## config.mk

```make
export PLATFORM = sky130hd
export DESIGN_NAME = bcd_converter
export DESIGN_NICKNAME = d
export VERILOG_FILES = /design/src/rtl/bcd_converter.sv
export SDC_FILE = /design/constraint.sdc
export NUM_CORES = 1
export LEC_CHECK = 0
export ABC_AREA = 1
export CAP_MARGIN = 20
export CORE_UTILIZATION = 35
export DETAILED_ROUTE_END_ITERATION = 8
export PLACE_DENSITY_LB_ADDON = 0.12
export SYNTH_ARGS = -nofsm -noshare
export SYNTH_HDL_FRONTEND = slang
export SYNTH_SLANG_ARGS = --single-unit
export TNS_END_PERCENT = 100
```

## constraint.sdc

```tcl
create_clock -name bcd_converter_clk -period 5 [get_ports bcd_converter_clk]
set_input_delay 1 -clock bcd_converter_clk [delete_from_list [all_inputs] [get_ports bcd_converter_clk]]
set_output_delay 1 -clock bcd_converter_clk [all_outputs]
set_load 0.01 [all_outputs]
```

## src/rtl/bcd_converter.sv

```systemverilog
// bcd_converter: sequential binary to 8-digit packed BCD (shift-add-3).
//
// Ports
//   bcd_converter_clk      in   system clock, rising edge
//   bcd_converter_rst      in   asynchronous active-high reset
//   bcd_converter_start    in   conversion request, accepted in IDLE/DONE
//   bcd_converter_bin      in   unsigned binary value [BIN_WIDTH-1:0]
//   bcd_converter_busy     out  conversion in progress (SHIFT)
//   bcd_converter_done     out  one-cycle pulse, new result loaded
//   bcd_converter_overflow out  last accepted value exceeded 99_999_999
//   bcd_converter_bcd      out  packed BCD, nibble k = decimal digit k
//
// Values above eight decimal digits skip the shift loop and saturate to
// all nines in a single edge. Normal conversions take BIN_WIDTH edges.

// Per-digit correction: bump a nibble by 3 when it is 5 or more so the
// following left shift carries correctly into the next decimal digit.
module bcd_converter_digit (
  input  logic [3:0] nib,
  output logic [3:0] adj
);
  assign adj = (nib >= 4'd5) ? nib + 4'd3 : nib;
endmodule

module bcd_converter #(
  parameter int BIN_WIDTH = 27
) (
  input  logic                 bcd_converter_clk,
  input  logic                 bcd_converter_rst,
  input  logic                 bcd_converter_start,
  input  logic [BIN_WIDTH-1:0] bcd_converter_bin,
  output logic                 bcd_converter_busy,
  output logic                 bcd_converter_done,
  output logic                 bcd_converter_overflow,
  output logic [31:0]          bcd_converter_bcd
);

  localparam int          CNT_W   = $clog2(BIN_WIDTH + 1);
  localparam logic [31:0] MAX_DEC = 32'd99_999_999;

  typedef enum logic [1:0] {IDLE, SHIFT, DONE} state_t;

  state_t               state, state_nxt;
  logic [BIN_WIDTH-1:0] bin_sr;
  logic [31:0]          work;
  logic [31:0]          work_adj;
  logic [31:0]          work_shift;
  logic [CNT_W-1:0]     cnt;
  logic                 accept;
  logic                 ovf_in;
  logic                 last;

  // Eight independent nibble correctors; no carry between digits.
  bcd_converter_digit u_dig [7:0] (
    .nib (work),
    .adj (work_adj)
  );

  // {work, bin_sr} << 1 after correction: the binary MSB enters work[0].
  assign work_shift = (work_adj << 1) | 32'(bin_sr[BIN_WIDTH-1]);

  assign accept = (state != SHIFT) && bcd_converter_start;
  assign ovf_in = 32'(bcd_converter_bin) > MAX_DEC;
  // Counter value 1 marks the final of BIN_WIDTH shift iterations.
  assign last   = (state == SHIFT) && (cnt == CNT_W'(1));

  // State register
  always_ff @(posedge bcd_converter_clk or posedge bcd_converter_rst) begin
    if (bcd_converter_rst) state <= IDLE;
    else                   state <= state_nxt;
  end

  // Next-state logic
  always_comb begin
    state_nxt = state;
    case (state)
      IDLE, DONE: begin
        if (bcd_converter_start) state_nxt = ovf_in ? DONE : SHIFT;
        else                     state_nxt = IDLE;
      end
      SHIFT:   state_nxt = last ? DONE : SHIFT;
      default: state_nxt = IDLE;
    endcase
  end

  // Output decode
  always_comb begin
    bcd_converter_busy = 1'b0;
    bcd_converter_done = 1'b0;
    case (state)
      SHIFT:   bcd_converter_busy = 1'b1;
      DONE:    bcd_converter_done = 1'b1;
      default: ;
    endcase
  end

  // Datapath: result/overflow only change on the edge that enters DONE.
  always_ff @(posedge bcd_converter_clk or posedge bcd_converter_rst) begin
    if (bcd_converter_rst) begin
      bin_sr                 <= '0;
      work                   <= '0;
      cnt                    <= '0;
      bcd_converter_bcd      <= '0;
      bcd_converter_overflow <= 1'b0;
    end else if (accept) begin
      if (ovf_in) begin
        bcd_converter_bcd      <= 32'h9999_9999;
        bcd_converter_overflow <= 1'b1;
      end else begin
        bin_sr <= bcd_converter_bin;
        work   <= '0;
        cnt    <= CNT_W'(BIN_WIDTH);
      end
    end else if (state == SHIFT) begin
      work   <= work_shift;
      bin_sr <= bin_sr << 1;
      cnt    <= cnt - CNT_W'(1);
      if (last) begin
        bcd_converter_bcd      <= work_shift;
        bcd_converter_overflow <= 1'b0;
      end
    end
  end

endmodule

```

# Word level (Yosys, flattened, before mapping)
# Index checks and enable logic that the tools add are counted.
[op_classes]
addsub = 9
magnitude_cmp = 9
eq_ne = 6
n_mux = 31
bitwise_logic = 1
n_reduce_logical = 8
[ops]
columns = ["operator", "n"]
rows = [
  ["$mux 32", 7],
  ["$mux 27", 3],
  ["$ge 4x3->1 const B", 8],
  ["$or 32x1->32", 1],
  ["$add 4x2->4 const B", 7],
  ["$mux 4", 7],
  ["$gt 27x27->1 const B", 1],
  ["$mux 5", 3],
  ["$mux 1", 6],
  ["$mux 2", 3],
  ["$eq 5x1->1 const B", 1],
  ["$sub 5x1->5 const B", 1],
  ["$ne 2x1->1 const B", 2],
  ["$pmux 2 s2", 1],
  ["$reduce_bool 2->1", 2],
  ["$add 3x2->3 const B", 1],
  ["$mux 3", 1],
  ["$reduce_and 3->1", 1],
  ["$eq 2x1->1 const B", 1],
  ["$eq 2x2->1 const B", 1],
  ["$logic_and 1x1->1", 2],
  ["$logic_not 2->1", 1],
  ["$ne 2x2->1 const B", 1],
  ["$reduce_and 2->1", 1],
  ["$reduce_or 2->1", 1],
]
[word_totals]
regBits = 99
in_bits = 30
output_inout_bits = 35

# Depth between registers and ports, before layout
[logic_depth]
depth_word = 6
ltp_mapped = 12
mapped_depth_nobuf = 11

# Cells and area by module
# From an unflattened synthesis, not the netlist that was laid out.
[hier_totals]
cells_unflattened = 782
area_unflattened_um2 = 5809.3
[modules_own_cells]
columns = ["mod", "instances", "cells_per_inst", "area_per_inst_um2"]
rows = [
  ["bcd_converter", 1, 598, 4728.3],
  ["bcd_converter_digit", 8, 23, 135.1],
]

# Worst setup path after synthesis
# No wires, ideal clock.
[synth_path]
path_type = "in2reg"
start = "input port bcd_converter_bin[12]"
end = "register bcd_converter_bcd[0]"
t_arrival_ns = 1.851
required_time_ns = 4.883
setup_slack_ns = 3.032
path_stages = 9
n_path_buf = 1
path_cell_list = "nor2_1 > nand2_1 > nor2_1 > nand3_2 > nand3_2 > nand2_4 > buf_2 > nand3_1 > nand2_1"
[synth_via]
elab_chain_cells = 3
[synth_lines]
columns = ["item", "line", "text"]
rows = [
  ["start, declared", "31", "input logic [BIN_WIDTH-1:0] bcd_converter_bin,"],
  ["$gt 27x27->1", "63", "assign ovf_in = 32'(bcd_converter_bin) > MAX_DEC;"],
  ["$ne 2x1->1 (no source line)", "--", ""],
  ["$reduce_and 3->1 (no source line)", "--", ""],
  ["end signal, assigned", "119", "bcd_converter_bcd <= work_shift;"],
  ["end, declared", "35", "output logic [31:0] bcd_converter_bcd"],
]
# No other way between the ends.
# A chain may end at the register's enable or synchronous reset.

# Worst setup path after layout
[layout_path]
start = "input port bcd_converter_start"
end = "register work[26]"
[layout_via]
elab_chain_cells = 3
word_cells_on_any_way = 5
[layout_lines]
columns = ["item", "line", "text"]
rows = [
  ["start, declared", "30", "input logic bcd_converter_start,"],
  ["$logic_and 1x1->1 (*)", "62", "assign accept = (state != SHIFT) && bcd_converter_start;"],
  ["$ne 2x2->1 (no source line) or $reduce_bool 2->1 (tied branches)", "--", ""],
  ["$reduce_and 2->1 (no source line)", "--", ""],
  ["end signal, assigned", "115", "work <= work_shift;"],
  ["end, declared", "45", "logic [31:0] work;"],
]
# Mark *: on every way between the ends. The rest lies on a longest branch, timed or not.

==> metrics.cfg <==
[sta]
fin_hold_ws_ps=480
finalSetupTns_ps=0
achievable-frequency_mhz=333
worst_slew_pin_slew_ps=1020
finalCriticalPeriod_ps=3000
maxSlewViolCount=0
rsz0062_at_grt=false
worst_rel_slew_slack=0.318
fin_skew_ps=7.59
report.final.setup_viol=0
timing.final.crit_share=0.601
finalHoldViolCount=0

[clocking]
cts_root_buffer=sky130_fd_sc_hd__clkbuf_16
htree_num_levels=3
clk_pin_slew_ps=70
cts-buffers-inserted=9
clk-insertion-delay-late_ps=340
clock_tree.buffer_depth=2
postCtsSetupRepairBufs=0
tritoncts_num_sinks=99
cts_tree=done
cts_hold_repair.buffers=0
cts_resized=0

[synth]
ys_types=26
yosysWarningCount=0
postSynthRegisterBits=99
synth.yosys.seq_area_share=0.440
mappedNetlistNets=798
synth_area_mm2=0.00563
syn_avg_cell_area_um2=7.51
syn_inst=750

[die]
core-area_mm2=0.0154
die_h_um=129
core.rowCount=45
design.die.area_mm2=0.0166
ios=65
floorplan.initialDensity=0.365
die_width_um=129

[cells_and_area]
sequential_standard_cell_area_mm2=0.00248
cell_area_after_layout_mm2=0.00670
flow.area_growth_from_synthesis_pct=19.0
antenna-diode-count=0
layout.cells.most_common_list=304 x sky130_fd_sc_hd__nand2_1, 99 x sky130_fd_sc_hd__dfrtp_1, 94 x sky130_fd_sc_hd__nand3_1
final_core_utilization=0.434
layout_commonest_cell=sky130_fd_sc_hd__nand2_1
layout.filler_cells=1567
layout-drive-gt1-share=0.0866
finalNetCount=841
area_of_the_multi_input_gates_mm2=0.00269

[power_and_ir_drop]
finalPower_uw=4200
power-per-cell-area_mw_per_mm2=628
int_power_uw=2430
seqPwrFrac=0.330
total_switching_power_uw=1770
vdd_drop_max_mv=0.200
clockPowerShare=0.196
swShare=0.422
power.combinational.fraction=0.474
power.leakage_uw=0.00347

[job]
drv_cap=0

[place]
postPlaceCellArea_mm2=0.00635
dp_hpwl_um=8610
buffers_added_on_ports=64
gp_congestion=0.816

[worst_setup_path]
critical_path.startpoint_type=primary input
worstPathMaxFanout=64
worstSetupEndpointType=register
arrival_ps=3290
cp.required_ps=5280
critical_path_class=in -> reg

[routing]
route.vias.total=4834
wl_per_cell_um=13.5
ant_nets=0
drt_iter0_drc=324
detail_route.first_pass.iterations=5
post_drt_via_cell_ratio=4.80
route.final.wire_length_um=13600
detail_route.drc_violations=0

[global_routing]
wire_length_of_the_first_global_routing_pass_um=23400
first_global_vias=4834
antenna_violations_before_repair=0
track_usage=0.178
overflow_left_after_global_routing=0
grt_max_degree=65

[hold_path]
worst_hold_path_type=reg -> reg

[outcome]
run_status=complete, no violations

-- worst max-delay path, stage by stage --
cell and delay, ps:
sky130_fd_sc_hd__clkdlybuf4s50_1 430, sky130_fd_sc_hd__inv_1 90, sky130_fd_sc_hd__nor2_2 60, sky130_fd_sc_hd__buf_4 280
sky130_fd_sc_hd__inv_2 790, sky130_fd_sc_hd__o21ai_0 230, sky130_fd_sc_hd__a21oi_1 220, sky130_fd_sc_hd__nand2_1 80
sky130_fd_sc_hd__nand2_1 80
-- worst paths after layout --
path	startpoint	endpoint	slack (ps)	cells after the start
worst max-delay path	bcd_converter_start	work[26]	2000	9
worst min-delay path	bcd_converter_overflow	bcd_converter_overflow	480	2
worst max register to register	state[0]	bcd_converter_bcd[4]	2260	8
worst min register to register	bcd_converter_overflow	bcd_converter_overflow	480	2
max in group asynchronous	bcd_converter_rst	cnt[4]	3020	3
min in group asynchronous	bcd_converter_rst	bin_sr[12]	1090	2
-- through the flow --
stage	std cells	setup WS, ps
floorplan	750	1410
global placement	993	1700
detailed placement	993	1610
CTS	1008	1990
global route	1008	1640
finish	1008	2000
-- metal layers --
metal / wire length (um) / track usage / vias up
met5: 0 / 0 / -
met4: 122 / 0.0574 / 0
met3: 381 / 0.0216 / 8
met2: 6140 / 0.289 / 83
met1: 6960 / 0.245 / 2282
li1: - / - / 2461
-- synth_stat cells --
| cell | n | area share |
|---|---|---|
| sky130_fd_sc_hd__a211oi_1 | 2 | 0.0027 |
| sky130_fd_sc_hd__a21boi_2 | 1 | 0.0020 |
| sky130_fd_sc_hd__a21oi_1 | 15 | 0.013 |
| sky130_fd_sc_hd__buf_1 | 7 | 0.0047 |
| sky130_fd_sc_hd__buf_2 | 14 | 0.012 |
| sky130_fd_sc_hd__buf_4 | 2 | 0.0027 |
| sky130_fd_sc_hd__buf_6 | 10 | 0.020 |
| sky130_fd_sc_hd__clkbuf_1 | 5 | 0.0033 |
| sky130_fd_sc_hd__dfrtp_1 | 99 | 0.44 |
| sky130_fd_sc_hd__ha_1 | 18 | 0.040 |
| sky130_fd_sc_hd__inv_1 | 57 | 0.038 |
| sky130_fd_sc_hd__inv_2 | 4 | 0.0027 |
| sky130_fd_sc_hd__nand2_1 | 305 | 0.20 |
| sky130_fd_sc_hd__nand2_2 | 1 | 0.0011 |
| sky130_fd_sc_hd__nand2_4 | 2 | 0.0040 |
| sky130_fd_sc_hd__nand3_1 | 94 | 0.084 |
| sky130_fd_sc_hd__nand3_2 | 22 | 0.039 |
| sky130_fd_sc_hd__nand4_1 | 3 | 0.0033 |
| sky130_fd_sc_hd__nand4_2 | 1 | 0.0022 |
| sky130_fd_sc_hd__nor2_1 | 29 | 0.019 |
| sky130_fd_sc_hd__nor2_2 | 1 | 0.0011 |
| sky130_fd_sc_hd__nor2_4 | 2 | 0.0040 |
| sky130_fd_sc_hd__nor3_1 | 1 | 0.00089 |
| sky130_fd_sc_hd__o21ai_0 | 37 | 0.033 |
| sky130_fd_sc_hd__or2_2 | 11 | 0.012 |
| sky130_fd_sc_hd__xor2_1 | 7 | 0.011 |
-- state kept, by name, summed over array words and instances (netlist names) --
| signal | count |
|---|---|
| bcd_converter_bcd | 32 |
| work | 32 |
| bin_sr | 27 |
| cnt | 5 |
| state | 2 |
| bcd_converter_overflow | 1 |
-- cells by family (layout without fill, tap and decap cells) --
logic type | after synthesis | in the layout | share of synthesized area
xor+xnor | 7 | 7 | 0.0109
compound gates | 55 | 55 | 0.0509
fa+ha+maj | 18 | 18 | 0.0400
buf+inv | 99 | 146 | 0.0838
simple gates | 472 | 472 | 0.374
flops | 99 | 99 | 0.440
-- power by group through the flow --
stage	sequential, uW	clock, uW	combinational [uW]
after CTS	1390	846	2020
after global placement	1390	0	1980
final	1390	824	1990
after global routing	1440	872	2290
after floorplan	1410	0	1390
after detailed placement	1400	0	2010
-- layout make-up --
| type | count | share of cell area |
|---|---|---|
| clock inverters | 4 | 0.0146 |
| repair buffers | 70 | 0.102 |
| inverters | 61 | 0.0345 |
| well taps | 211 | 0.0394 |
| clock buffers | 11 | 0.0377 |
| flip-flops and latches | 99 | 0.370 |
| multi-input cells | 552 | 0.402 |
Power figures use the tool's default switching activity.
